==> src/rtl/arb_pkg.sv <==
// Shared definitions for the 3-way fixed-priority arbiter and its requester clients.
package arb_pkg;

  // Client protocol states.
  typedef enum logic [1:0] {
    IDLE = 2'd0,
    REQ  = 2'd1,
    OWN  = 2'd2,
    REL  = 2'd3
  } arb_state_e;

  localparam int NUM_CLIENTS = 3;
  // The arbiter registers its state and then its grant, so a released grant
  // is only trustworthy after two low samples.
  localparam int REL_MIN     = 2;

  localparam int CLIENT0 = 0;
  localparam int CLIENT1 = 1;
  localparam int CLIENT2 = 2;

  // True in the states where the client drives its request line high.
  function automatic logic state_requests(arb_state_e s);
    return (s == REQ) || (s == OWN);
  endfunction

endpackage

==> src/rtl/sat_counter.sv <==
// Up-counter that parks at LIMIT instead of wrapping; clear has priority over enable.
module sat_counter #(
  parameter int             W     = 8,
  parameter logic [W-1:0]   LIMIT = '1
) (
  input  logic         clk,
  input  logic         reset,
  input  logic         clr,
  input  logic         en,
  output logic [W-1:0] cnt
);

  logic [W-1:0] cnt_d;
  logic [W-1:0] cnt_q;

  // Next count: clear wins, otherwise step up until LIMIT is reached.
  always_comb begin
    cnt_d = cnt_q;
    if (clr) begin
      cnt_d = '0;
    end else if (en && (cnt_q != LIMIT)) begin
      cnt_d = cnt_q + W'(1);
    end
  end

  // Count register.
  always_ff @(posedge clk) begin
    if (reset) begin
      cnt_q <= '0;
    end else begin
      cnt_q <= cnt_d;
    end
  end

  assign cnt = cnt_q;

endmodule

==> src/rtl/arb_client.sv <==
// Requester-side agent for the 3-way fixed-priority arbiter.
// Turns a one-cycle job command (start + len) into a request level held for
// exactly len granted cycles, abandons the job after TIMEOUT ungranted cycles,
// and only returns to IDLE once the registered grant has been seen low for
// REL_CYCLES consecutive cycles.
// Optional build macro ARB_CLIENT_STATS_EN adds the last_wait statistics port.
module arb_client
  import arb_pkg::*;
#(
  parameter int LEN_W      = 8,
  parameter int TIMEOUT    = 16,
  parameter int REL_CYCLES = 2
) (
  input  logic             clk,
  input  logic             reset,
  input  logic             start,
  input  logic [LEN_W-1:0] len,
  input  logic             gnt,
  output logic             req,
  output logic             busy,
  output logic             active,
  output logic             done,
  output logic             timeout_err
`ifdef ARB_CLIENT_STATS_EN
  ,
  output logic [7:0]       last_wait
`endif
);

  localparam int               CNT_W     = 8;
  localparam logic [CNT_W-1:0] WAIT_LAST = CNT_W'(TIMEOUT - 1);
  localparam logic [CNT_W-1:0] REL_SAT   = CNT_W'(REL_CYCLES);
  localparam logic [CNT_W-1:0] REL_LAST  = CNT_W'(REL_CYCLES - 1);
  localparam logic [LEN_W-1:0] ONE       = LEN_W'(1);

  arb_state_e       state_d, state_q;
  logic             req_d, req_q;
  logic             busy_d, busy_q;
  logic             done_d, done_q;
  logic             terr_d, terr_q;
  logic             abandon_d, abandon_q;
  logic [LEN_W-1:0] len_d, len_q;
  logic [LEN_W-1:0] beat_d, beat_q;
  logic [CNT_W-1:0] wait_cnt;
  logic [CNT_W-1:0] rel_cnt;

  // Ungranted cycles in REQ; held at zero outside REQ so each entry starts fresh.
  sat_counter #(.W(CNT_W), .LIMIT(WAIT_LAST)) u_wait_cnt (
    .clk   (clk),
    .reset (reset),
    .clr   (state_q != REQ),
    .en    (1'b1),
    .cnt   (wait_cnt)
  );

  // Consecutive gnt-low cycles in REL; any grant seen in REL restarts the run,
  // which covers a grant that arrives just after an abandoned request fell.
  sat_counter #(.W(CNT_W), .LIMIT(REL_SAT)) u_rel_cnt (
    .clk   (clk),
    .reset (reset),
    .clr   ((state_q != REL) || gnt),
    .en    (1'b1),
    .cnt   (rel_cnt)
  );

  // Next-state and registered-output decode for the job FSM.
  always_comb begin
    state_d   = state_q;
    len_d     = len_q;
    beat_d    = beat_q;
    abandon_d = abandon_q;
    done_d    = 1'b0;
    terr_d    = 1'b0;
    case (state_q)
      IDLE: begin
        if (start) begin
          if (len == '0) begin
            done_d = 1'b1;
          end else begin
            state_d   = REQ;
            len_d     = len;
            beat_d    = '0;
            abandon_d = 1'b0;
          end
        end
      end
      REQ: begin
        if (gnt) begin
          beat_d  = ONE;
          state_d = (len_q == ONE) ? REL : OWN;
        end else if (wait_cnt == WAIT_LAST) begin
          state_d   = REL;
          abandon_d = 1'b1;
        end
      end
      OWN: begin
        // A missing grant here is an arbiter protocol error: keep requesting
        // and simply do not count the cycle.
        if (gnt) begin
          beat_d = beat_q + ONE;
          if ((beat_q + ONE) == len_q) begin
            state_d = REL;
          end
        end
      end
      REL: begin
        if (!gnt && (rel_cnt == REL_LAST)) begin
          state_d = IDLE;
          done_d  = 1'b1;
          terr_d  = abandon_q;
        end
      end
      default: state_d = IDLE;
    endcase
    req_d  = state_requests(state_d);
    busy_d = (state_d != IDLE);
  end

  // Control registers; reset drops req immediately and suppresses done.
  always_ff @(posedge clk) begin
    if (reset) begin
      state_q   <= IDLE;
      req_q     <= 1'b0;
      busy_q    <= 1'b0;
      done_q    <= 1'b0;
      terr_q    <= 1'b0;
      abandon_q <= 1'b0;
      beat_q    <= '0;
    end else begin
      state_q   <= state_d;
      req_q     <= req_d;
      busy_q    <= busy_d;
      done_q    <= done_d;
      terr_q    <= terr_d;
      abandon_q <= abandon_d;
      beat_q    <= beat_d;
    end
  end

  // Job length is plain data captured with start; it needs no reset.
  always_ff @(posedge clk) begin
    len_q <= len_d;
  end

  assign req         = req_q;
  assign busy        = busy_q;
  assign done        = done_q;
  assign timeout_err = terr_q;
  assign active      = gnt & req_q & state_requests(state_q);

`ifdef ARB_CLIENT_STATS_EN
  logic [7:0] req_cyc;
  logic [7:0] last_wait_d;
  logic [7:0] last_wait_q;

  // REQ-state cycles of the current job; zero while idle, frozen through REL.
  sat_counter #(.W(8), .LIMIT(8'd255)) u_req_cyc (
    .clk   (clk),
    .reset (reset),
    .clr   (state_q == IDLE),
    .en    (state_q == REQ),
    .cnt   (req_cyc)
  );

  // Capture the wait figure whenever a job finishes or is abandoned.
  always_comb begin
    last_wait_d = last_wait_q;
    if (done_d) begin
      last_wait_d = req_cyc;
    end
  end

  // Statistics register.
  always_ff @(posedge clk) begin
    if (reset) begin
      last_wait_q <= '0;
    end else begin
      last_wait_q <= last_wait_d;
    end
  end

  assign last_wait = last_wait_q;
`endif

endmodule

==> config.mk <==
export PLATFORM = sky130hd
export DESIGN_NAME = arb_client
export DESIGN_NICKNAME = d
export VERILOG_FILES = /design/src/rtl/arb_pkg.sv /design/src/rtl/sat_counter.sv /design/src/rtl/arb_client.sv
export SDC_FILE = /design/constraint.sdc
export NUM_CORES = 1
export LEC_CHECK = 0
export ABC_AREA = 1
export CORE_MARGIN = 2
export CORE_UTILIZATION = 35
export CTS_CLUSTER_DIAMETER = 120
export DETAILED_ROUTE_END_ITERATION = 7
export SYNTH_ARGS = -nofsm -noshare
export SYNTH_HDL_FRONTEND = slang
export SYNTH_SLANG_ARGS = --single-unit
==> constraint.sdc <==
create_clock -name clk -period 5.3 [get_ports clk]
set_input_delay 1.06 -clock clk [delete_from_list [all_inputs] [get_ports clk]]
set_output_delay 1.06 -clock clk [all_outputs]
set_load 0.02 [all_outputs]
==> impl_metrics.py <==
metrics = {
    "outcome": {
        "status": "complete, no violations",
    },
    "synth": {
        "syn_area_per_cell_um2": 7.557,
        "postSynthCellCount": 274,
        "synth_top_area_share_pct": 29.97,
        "yosysWarnings": 0,
        "netlist_top_cells_area": "dfxtp_1 (30%), edfxtp_1 (12%), nand2_1 (9.2%), nand3_1 (7.5%), ha_1 (6.6%)",
        "synth_top_area_cell": "dfxtp_1",
        "ys_seq_area_share_pct": 41.57,
        "synth_area_um2": 2071,
        "ys_types": 33,
        "synth_nets": 297,
        "ys_ff_latch": 39,
    },
    "global_route": {
        "grt_pass1_vias": 1697,
        "groute.usage.overall_pct": 14.55,
        "antenna_found_initial": 0,
        "grt_pass1_wl_mm": 7.417,
        "grt_overflow_total": 0,
        "grt_start_max_net_pins": 15,
    },
    "final_layout": {
        "layout_common_cells": "nand2_1 (51), nor2_1 (36), inv_1 (31), nand3_1 (31), dfxtp_1 (31)",
        "drive_gt1_share_pct": 6.826,
        "n_fill_cell": 619,
        "area_growth_syn_to_layout_pct": 14.92,
        "final_nets": 315,
        "finalNonFillerCells": 368,
        "finalInstanceArea_um2": 2380,
        "final_common_cell": "nand2_1",
        "diodes": 0,
    },
    "critical_path": {
        "critical_path.max_fanout": 4,
        "crit_path_top_delay_cell": "clkdlybuf4s50_1",
        "worst_setup_path_start_kind": "input pin",
        "r2r-end": "req",
        "arrival_ps": 2340,
        "path_cells": "clkdlybuf4s50_1 -> nand2_1 -> nor2_1 -> clkdlybuf4s50_1",
        "worst-setup-path-type": "in2out",
        "crit_buf_inv": 2,
        "rrSetupSlack_ps": 3100,
        "end_kind": "output pin",
        "required_ps": 4240,
        "reg2reg_depth": 14,
        "cp-startpoint": "gnt",
        "reg2reg_from": "beat_q[0]",
        "cp_common_cell": "clkdlybuf4s50_1",
        "max_stage_delay_ps": 610,
        "crit_cells": 4,
        "cpLargestDelayFamily": "buffers and inverters",
    },
    "pwr": {
        "sw_frac_of_total_pct": 35.58,
        "internal_power_mw": 0.5283,
        "max-vdd-ir-drop_mv": 0.2300,
        "power.switching_mw": 0.2917,
        "leakage_nw": 0.8830,
        "pwr_density_cell_nw_per_um2": 344.6,
        "p_clk_share_pct": 23.8,
        "pwr-share-comb_pct": 30.8,
        "seqPwrFrac_pct": 45.4,
    },
    "clocking": {
        "numCtsBuffers": 5,
        "cts.reportedPaths.clkPinSlew_ps": 70,
        "cts.sinks": 39,
        "cts_resized": 0,
        "clk_path_buf_depth": 2,
        "h-tree-depth": 2,
        "post_cts_buffers": 0,
        "holdBufCountCts": 0,
        "insertion_delay_ps": 290,
        "cts_tree": "built",
        "cts_root_buf": "clkbuf_8",
    },
    "timing": {
        "period_share_pct": 64.19,
        "skew_ps": 6.132,
        "fmax_ghz": 0.2939,
        "finalHoldViolCount": 0,
        "slew_headroom_pct": 57.10,
        "fin_setup_tns_ps": 0,
        "worst_pin_slew_ps": 641.2,
        "rsz0062_at_grt": "no",
        "setup_viol": 0,
        "finalMaxSlewViolations": 0,
        "final.min_clock_period_ps": 3402,
    },
    "die": {
        "die_area_um2": 6548,
        "fp-row-count": 28,
        "core-area_um2": 5816,
        "initial_core_util_pct": 35.61,
        "die_w_um": 80.92,
        "die_y_um": 80.92,
        "ios": 17,
    },
    "place": {
        "gp_congestion": 0.8350,
        "place_area_um2": 2298,
        "dp_hpwl_mm": 3.099,
        "io_buffers": 16,
        "dp_cells": 360,
    },
    "drt": {
        "vias_per_cell": 4.777,
        "dr.pass1.iters": 4,
        "ant_nets": 0,
        "drc": 0,
        "wl_per_cell_um": 11.14,
        "dr.first_iter.drc_count": 104,
        "route.vias.total": 1758,
        "totalWireLength_mm": 4.098,
    },
    "worst_hold_path": {
        "whs_endpoint": "timeout_err",
        "min_path_cells": 2,
        "min_from": "abandon_q",
        "min_path_type": "reg2reg",
    },
    "job": {
        "max_cap_viol_count": 0,
    },
}
sequential cells by signal (all words and copies together), names as in the netlist:
register	cells
beat_q	8
len_q	8
u_rel_cnt.cnt	8
u_wait_cnt.cnt	8
state_q	2
abandon_q	1
busy	1
done	1
req	1
timeout_err	1
metal layers:
layer  GRT usage, %  up-vias  wire length, µm
li1               -      942                -
met1          18.78      781             1994
met2          23.80       29             1908
met3          3.222        6              123
met4          5.424        0               72
met5              0        -                0
tightest hold or removal path, delay by kind of cell, from the launching register on:
family | cells | cell delay (ps)
flip-flops | 1 | 300
buffers and inverters | 1 | 60
AND/OR/NAND/NOR | 1 | 50
layout make-up:
| class | instances | area [µm²] | area share (%) |
|---|---|---|---|
| Clock buffer | 7 | 76.32 | 3.207 |
| Clock inverter | 1 | 5.005 | 0.2103 |
| Tap cell | 75 | 93.84 | 3.943 |
| Multi-Input combinational cell | 196 | 1056 | 44.37 |
| Timing Repair Buffer | 16 | 160.2 | 6.730 |
| Inverter | 34 | 127.6 | 5.363 |
| Sequential cell | 39 | 860.8 | 36.17 |
kinds of logic after synthesis:
kind of cell	share of synthesized area, %
buffers and inverters	7.432
xor gates and xnor gates	3.384
DFF	41.57
and+or+nand+nor	33.60
AOI/OAI and AO/OA	7.372
adders and majority gates	6.646
Yosys cell counts (all sizes together):
cell type	n
nand2	56
nor2	39
inv	33
dfxtp	31
nand3	31
a21oi	16
ha	11
nand4	10
edfxtp	8
xor2	6
buf	4
nand3b	4
or2	4
a211oi	3
a31oi	3
nor3	3
o21ai	2
xnor2	2
and2	1
clkbuf	1
clkinv	1
nor4	1
nor4b	1
o21bai	1
o22ai	1
o31ai	1
power groups by stage:
stage | Sequential (mW) | Clock, mW | Combinational, mW
after global placement | 0.379 | 0 | 0.255
after global routing | 0.378 | 0.220 | 0.297
after floorplan | 0.379 | 0 | 0.178
final | 0.373 | 0.195 | 0.252
after detailed placement | 0.381 | 0 | 0.255
after CTS | 0.374 | 0.207 | 0.256
how the worst max path moves through the flow:
stage / to / slack [ps]
6_report: active / 1900
5_1_grt: active / 1830
4_1_cts: active / 1890
3_5_place_dp: active / 1900
3_3_place_gp: active / 1920
2_1_floorplan: active / 2860
metrics by stage:
step | setup slack (ps) | total power [mW] | util, % | hold slack (ps)
finish | 1898 | 0.8200 | 40.92 | 450.1
global route | 1827 | 0.8955 | 40.92 | 477.7
CTS | 1887 | 0.8362 | 40.92 | 457.1
detailed placement | 1902 | 0.6359 | 39.52 | 443.5
global placement | 1921 | 0.6338 | 39.52 | 438.1
floorplan | 2859 | 0.5572 | - | 415.7
Note: power is estimated with default switching activity, not from simulation.
==> edit 1 (config.mk and constraints unchanged) <==
Add a define of `ARB_CLIENT_STATS_EN`.
--- a/src/rtl/arb_client.sv
+++ b/src/rtl/arb_client.sv
@@ -5,4 +5,6 @@
 // REL_CYCLES consecutive cycles.
 // Optional build macro ARB_CLIENT_STATS_EN adds the last_wait statistics port.
+`define ARB_CLIENT_STATS_EN
+
 module arb_client
   import arb_pkg::*;
Function (old outputs only; new: last_wait): kept (equiv_simple and equiv_induct, registers matched by name and starting in step).
==> edit 1 against the original RTL <==
Wire length is 30% higher; area after synthesis is 32% higher; sequential cell count is 16 higher; final cell count is 34% higher; utilization is 0.44 points higher; setup slack worse by 140 ps; power is 2.5% lower; final area is 33% higher; clock power is 28% higher.
==> edit 1: results (changes against the original RTL) <==
stage;metric;value;unit;change
place;dp_hpwl;4.07;mm;was 3.10 mm
clock_tree;post_cts_resized;0;;unchanged
clock_tree;cts_setup_buffers;0;;unchanged
logic_synthesis;synthFlopType;dfxtp_1;;unchanged
sta;max-slew-margin-rel;54.4;%;was 57.1%
clock_tree;path_clk_slew;100;ps;was 70 ps
clock_tree;clock_latency;320;ps;was 290 ps
outcome;outcome;complete, no violations;;unchanged
routing;wl_per_cell;10.8;µm;was 11.1 µm
worst_hold_path;holdPathStages;2;;unchanged
worst_setup_path;r2r-start;state_q[0];;was beat_q[0]
grt;grt_usage;13.2;%;was 14.6%
power;vdd_drop_max;0.000126;V;was 0.000230 V
logic_synthesis;async_flop_share;0;%;unchanged
logic_synthesis;synth_common_cells;nand2_1, inv_1, dfxtp_1;;was nand2_1, nor2_1, dfxtp_1, inv_1, nand3_1
clock_tree;clockRootBuffer;clkbuf_8;;unchanged
power;p_leak;1.23;nW;was 0.883 nW
logic_synthesis;yosys_warnings;0;;unchanged
worst_setup_path;reg2reg_depth;9;;was 14
sta;fin_tns_setup;0;ps;unchanged
cells_and_area;antenna-diode-count;0;;unchanged
worst_setup_path;reg2reg_slack;3110;ps;was 3100 ps
logic_synthesis;synth_edf_count;8;;unchanged
place;place_congestion;0.822;;was 0.835
worst_setup_path;crit_path_end;active;;unchanged
cells_and_area;drive_above_1_share;5.88;%;was 6.83%
logic_synthesis;yosysSeqAreaShare;43.2;%;was 41.6%
sta;fin_skew;11.8;ps;was 6.13 ps
clock_tree;cts.path.max_buffers;2;;unchanged
worst_hold_path;min_to;beat_q[7];;was timeout_err
worst_hold_path;min_path_type;reg2reg;;unchanged
routing;drtIter0Drc;68;;was 104
routing;routed-via-count;2282;;was 1758
grt;antenna_found_initial;0;;unchanged
clock_tree;htree_levels;2;;unchanged
logic_synthesis;syn_nets;387;;was 297
worst_setup_path;worstSetupStartpoint;gnt;;unchanged
place;io_buffers;24;;was 16
logic_synthesis;ys_types;34;;was 33
worst_hold_path;hp-start;beat_q[7];;was abandon_q
routing;dr.pass1.iters;4;;unchanged
grt;grt_max_degree;20;;was 15
grt;grt_pass1_vias;2128;;was 1697
grt;grt_pass1_wl;9.20;mm;was 7.42 mm
logic_synthesis;synth_area_leaders;dfxtp_1, nand2_1, edfxtp_1, inv_1, nor2_1;;was dfxtp_1, edfxtp_1, nand2_1, nand3_1, ha_1
cells_and_area;final_nets;414;;was 315
clock_tree;cts_buffers;5;;unchanged
worst_setup_path;critPathMaxFanout;6;;was 4
worst_setup_path;r2r-end;beat_q[2];;was req
-- edit 1: stage by stage --
step	hold slack [ps]	worst slack [ps]	cell area, µm²	instances	util (%)
finish	492	1760	3160	493	41.4
global placement	461	1750	3070	485	40.1
floorplan	435	2940	2740	363	-
global route	514	1720	3160	493	41.4
detailed placement	464	1750	3070	485	40.1
CTS	491	1740	3160	493	41.4
-- edit 1: cells by family after synthesis --
family / Yosys count / synth area share (%)
xor gates and xnor gates: 7 / 2.24
buffers and inverters: 62 / 9.33
AOI/OAI and AO/OA: 60 / 12.6
adders and majority gates: 12 / 5.49
and+or+nand+nor: 167 / 27.2
DFF: 55 / 43.2
-- edit 1: worst max-delay path, cell delays in order --
cell             delay (ps)
clkdlybuf4s50_1         620
and3_1                  200
clkdlybuf4s50_1         600
-- edit 1: layout make-up --
| cell class | instances | area [µm²] |
|---|---|---|
| sequential | 55 | 1180 |
| tap | 102 | 128 |
| fill | 779 | 4480 |
| multi-input combinational | 246 | 1300 |
| clock buffer | 5 | 68.8 |
| timing repair buffer | 24 | 240 |
| inverter | 58 | 218 |
| clock inverter | 3 | 28.8 |
-- edit 1: layer usage --
| layer | part of all wire [%] | GRT usage [%] | up-vias |
|---|---|---|---|
| met4 | 1.6 | 4.85 | 0 |
| li1 | - | - | 1227 |
| met2 | 50 | 23.4 | 21 |
| met1 | 46 | 15.9 | 1025 |
| met3 | 2.2 | 2.44 | 9 |
| met5 | 0 | 0 | - |
-- edit 1: where the power goes --
| part | switching, W | total (W) | leakage [nW] | internal [W] |
|---|---|---|---|---|
| combinational | 0.0000652 | 0.000103 | 0.719 | 0.0000374 |
| clock | 0.000152 | 0.000250 | 0.0502 | 0.0000983 |
| sequential | 0.00000899 | 0.000447 | 0.456 | 0.000438 |
| total | 0.000226 | 0.000800 | 1.23 | 0.000574 |
==> edit 2 (same flow settings) <==
Without the edit above. Register the output `timeout_err` once more, without a reset; this adds one clock of latency there. The other outputs are not delayed to match.
--- a/src/rtl/arb_client.sv
+++ b/src/rtl/arb_client.sv
@@ -146,5 +146,7 @@
   assign busy        = busy_q;
   assign done        = done_q;
-  assign timeout_err = terr_q;
+  always_ff @(posedge clk) begin
+    timeout_err <= terr_q;
+  end
   assign active      = gnt & req_q & state_requests(state_q);
 
Check against the original RTL: no difference found for any inputs over 10 cycles, from zero or initial values and one cycle with reset high; that may be too few to reach the edited logic, so the function may still have changed.
==> edit 2 against the original RTL <==
Synthesized cell count grew 0.36%; critical path type unchanged; setup slack gained 22 ps; power grew 0.68%; area after synthesis grew 0.97%; sequential cell count grew 1; utilization grew 0.076 points; largest cell class unchanged; final area grew 0.79%; wire length shrank 0.12%; critical path depth is the same.
==> edit 2: results (changes against the original RTL) <==
stage;metric;value;unit;change
outcome;outcome;complete, no violations;;unchanged
sta;max-slew-margin-rel;57.0;%;was 57.1%
cells_and_area;fill_cells;612;;was 619
logic_synthesis;syn_nets;298;;was 297
cells_and_area;drive_above_1_share;7.17;%;was 6.83%
grt;grt_usage;14.1;%;was 14.6%
grt;grt_max_degree;15;;unchanged
clock_tree;htree_levels;2;;unchanged
place;dp_cells;361;;was 360
worst_setup_path;cp_data_arrival_time;2320;ps;was 2340 ps
sta;fin_skew;8.91;ps;was 6.13 ps
job;cap_violations;0;;unchanged
floorplan;dieArea;0.00661;mm²;was 0.00655 mm²
routing;wl_met3;108;µm;was 123 µm
grt;grt_pass1_vias;1648;;was 1697
clock_tree;cts.path.max_buffers;2;;unchanged
clock_tree;cts_setup_buffers;0;;unchanged
routing;dr.pass1.iters;4;;unchanged
routing;top_layer;met4;;unchanged
power;power.share.switching;35.6;%;about the same
place;dp_hpwl;3.21;mm;was 3.10 mm
grt;antenna_found_initial;0;;unchanged
routing;wl_met1;1.93;mm;was 1.99 mm
cells_and_area;final_nets;316;;was 315
logic_synthesis;async_flop_share;0;%;unchanged
clock_tree;path_clk_slew;70;ps;about the same
logic_synthesis;synth_area_leaders;dfxtp_1, edfxtp_1, nand2_1, nand3_1, ha_1;;unchanged
place;placed_area;0.00232;mm²;was 0.00230 mm²
power;p_leak;0.893;nW;was 0.883 nW
routing;wl_per_cell;11.1;µm;about the same
routing;via_per_inst;4.80;;was 4.78
routing;routed_wl;4.09;mm;was 4.10 mm
clock_tree;post_cts_resized;0;;unchanged
worst_hold_path;min_path_type;reg2reg;;unchanged
logic_synthesis;yosysSeqAreaShare;42.1;%;was 41.6%
place;place_congestion;0.782;;was 0.835
place;dp_worst_setup_slack;1920;ps;was 1900 ps
cells_and_area;antenna-diode-count;0;;unchanged
logic_synthesis;synth_common_cells;nand2_1, nor2_1, dfxtp_1;;was nand2_1, nor2_1, dfxtp_1, inv_1, nand3_1
clock_tree;clock_latency;290;ps;about the same
grt;grt_pass1_wl;7.13;mm;was 7.42 mm
worst_setup_path;critPathMaxFanout;4;;unchanged
routing;dr_wl_met2;1.97;mm;was 1.91 mm
routing;drtIter0Drc;67;;was 104
logic_synthesis;syn-instance-count;275;;was 274
power;vdd_drop_max;0.000238;V;was 0.000230 V
==> edit 2: cell families after synthesis <==
family / count (synthesis) / share of synthesized area (%)
DFF: 40 / 42.1
and+or+nand+nor: 150 / 33.3
xor gates and xnor gates: 8 / 3.35
AOI/OAI and AO/OA: 27 / 7.30
adders and majority gates: 11 / 6.58
buffers and inverters: 39 / 7.36
==> edit 2: power by group through the flow <==
stage               sequential, W  combinational, W  clock, W
detailed placement       0.000386          0.000251         0
global placement         0.000386          0.000251         0
CTS                      0.000379          0.000254  0.000200
floorplan                0.000387          0.000178         0
global route             0.000383          0.000290  0.000214
finish                   0.000379          0.000251  0.000196
==> edit 2: area by class of cell <==
type / count / area [µm²] / share of cell area [%]
Tap cell: 75 / 93.8 / 3.91
Timing Repair Buffer: 16 / 160 / 6.68
Clock buffer: 5 / 68.8 / 2.87
Multi-Input combinational cell: 196 / 1060 / 44.0
Sequential cell: 40 / 881 / 36.7
Inverter: 34 / 128 / 5.32
Clock inverter: 2 / 11.3 / 0.469
==> edit 2: worst paths after layout <==
| path | startpoint | to | slack [ps] | depth (start not counted) |
|---|---|---|---|---|
| worst min-delay path | terr_q | timeout_err | 340 | 0 |
| worst max register to register | state_q[0] | beat_q[2] | 3100 | 9 |
| worst min register to register | terr_q | timeout_err | 340 | 0 |
| worst max-delay path | gnt | active | 1920 | 4 |
==> edit 2: metal layers <==
layer | track usage, % | vias up
met4 | 6.10 | 0
met1 | 17.0 | 806
met5 | 0 | -
li1 | - | 936
met2 | 23.6 | 17
met3 | 3.67 | 7
==> edit 2: worst max-delay path: stages <==
cell,delay (ps)
clkdlybuf4s50_1,520
nand2_1,60
nor2_1,80
clkdlybuf4s50_1,600
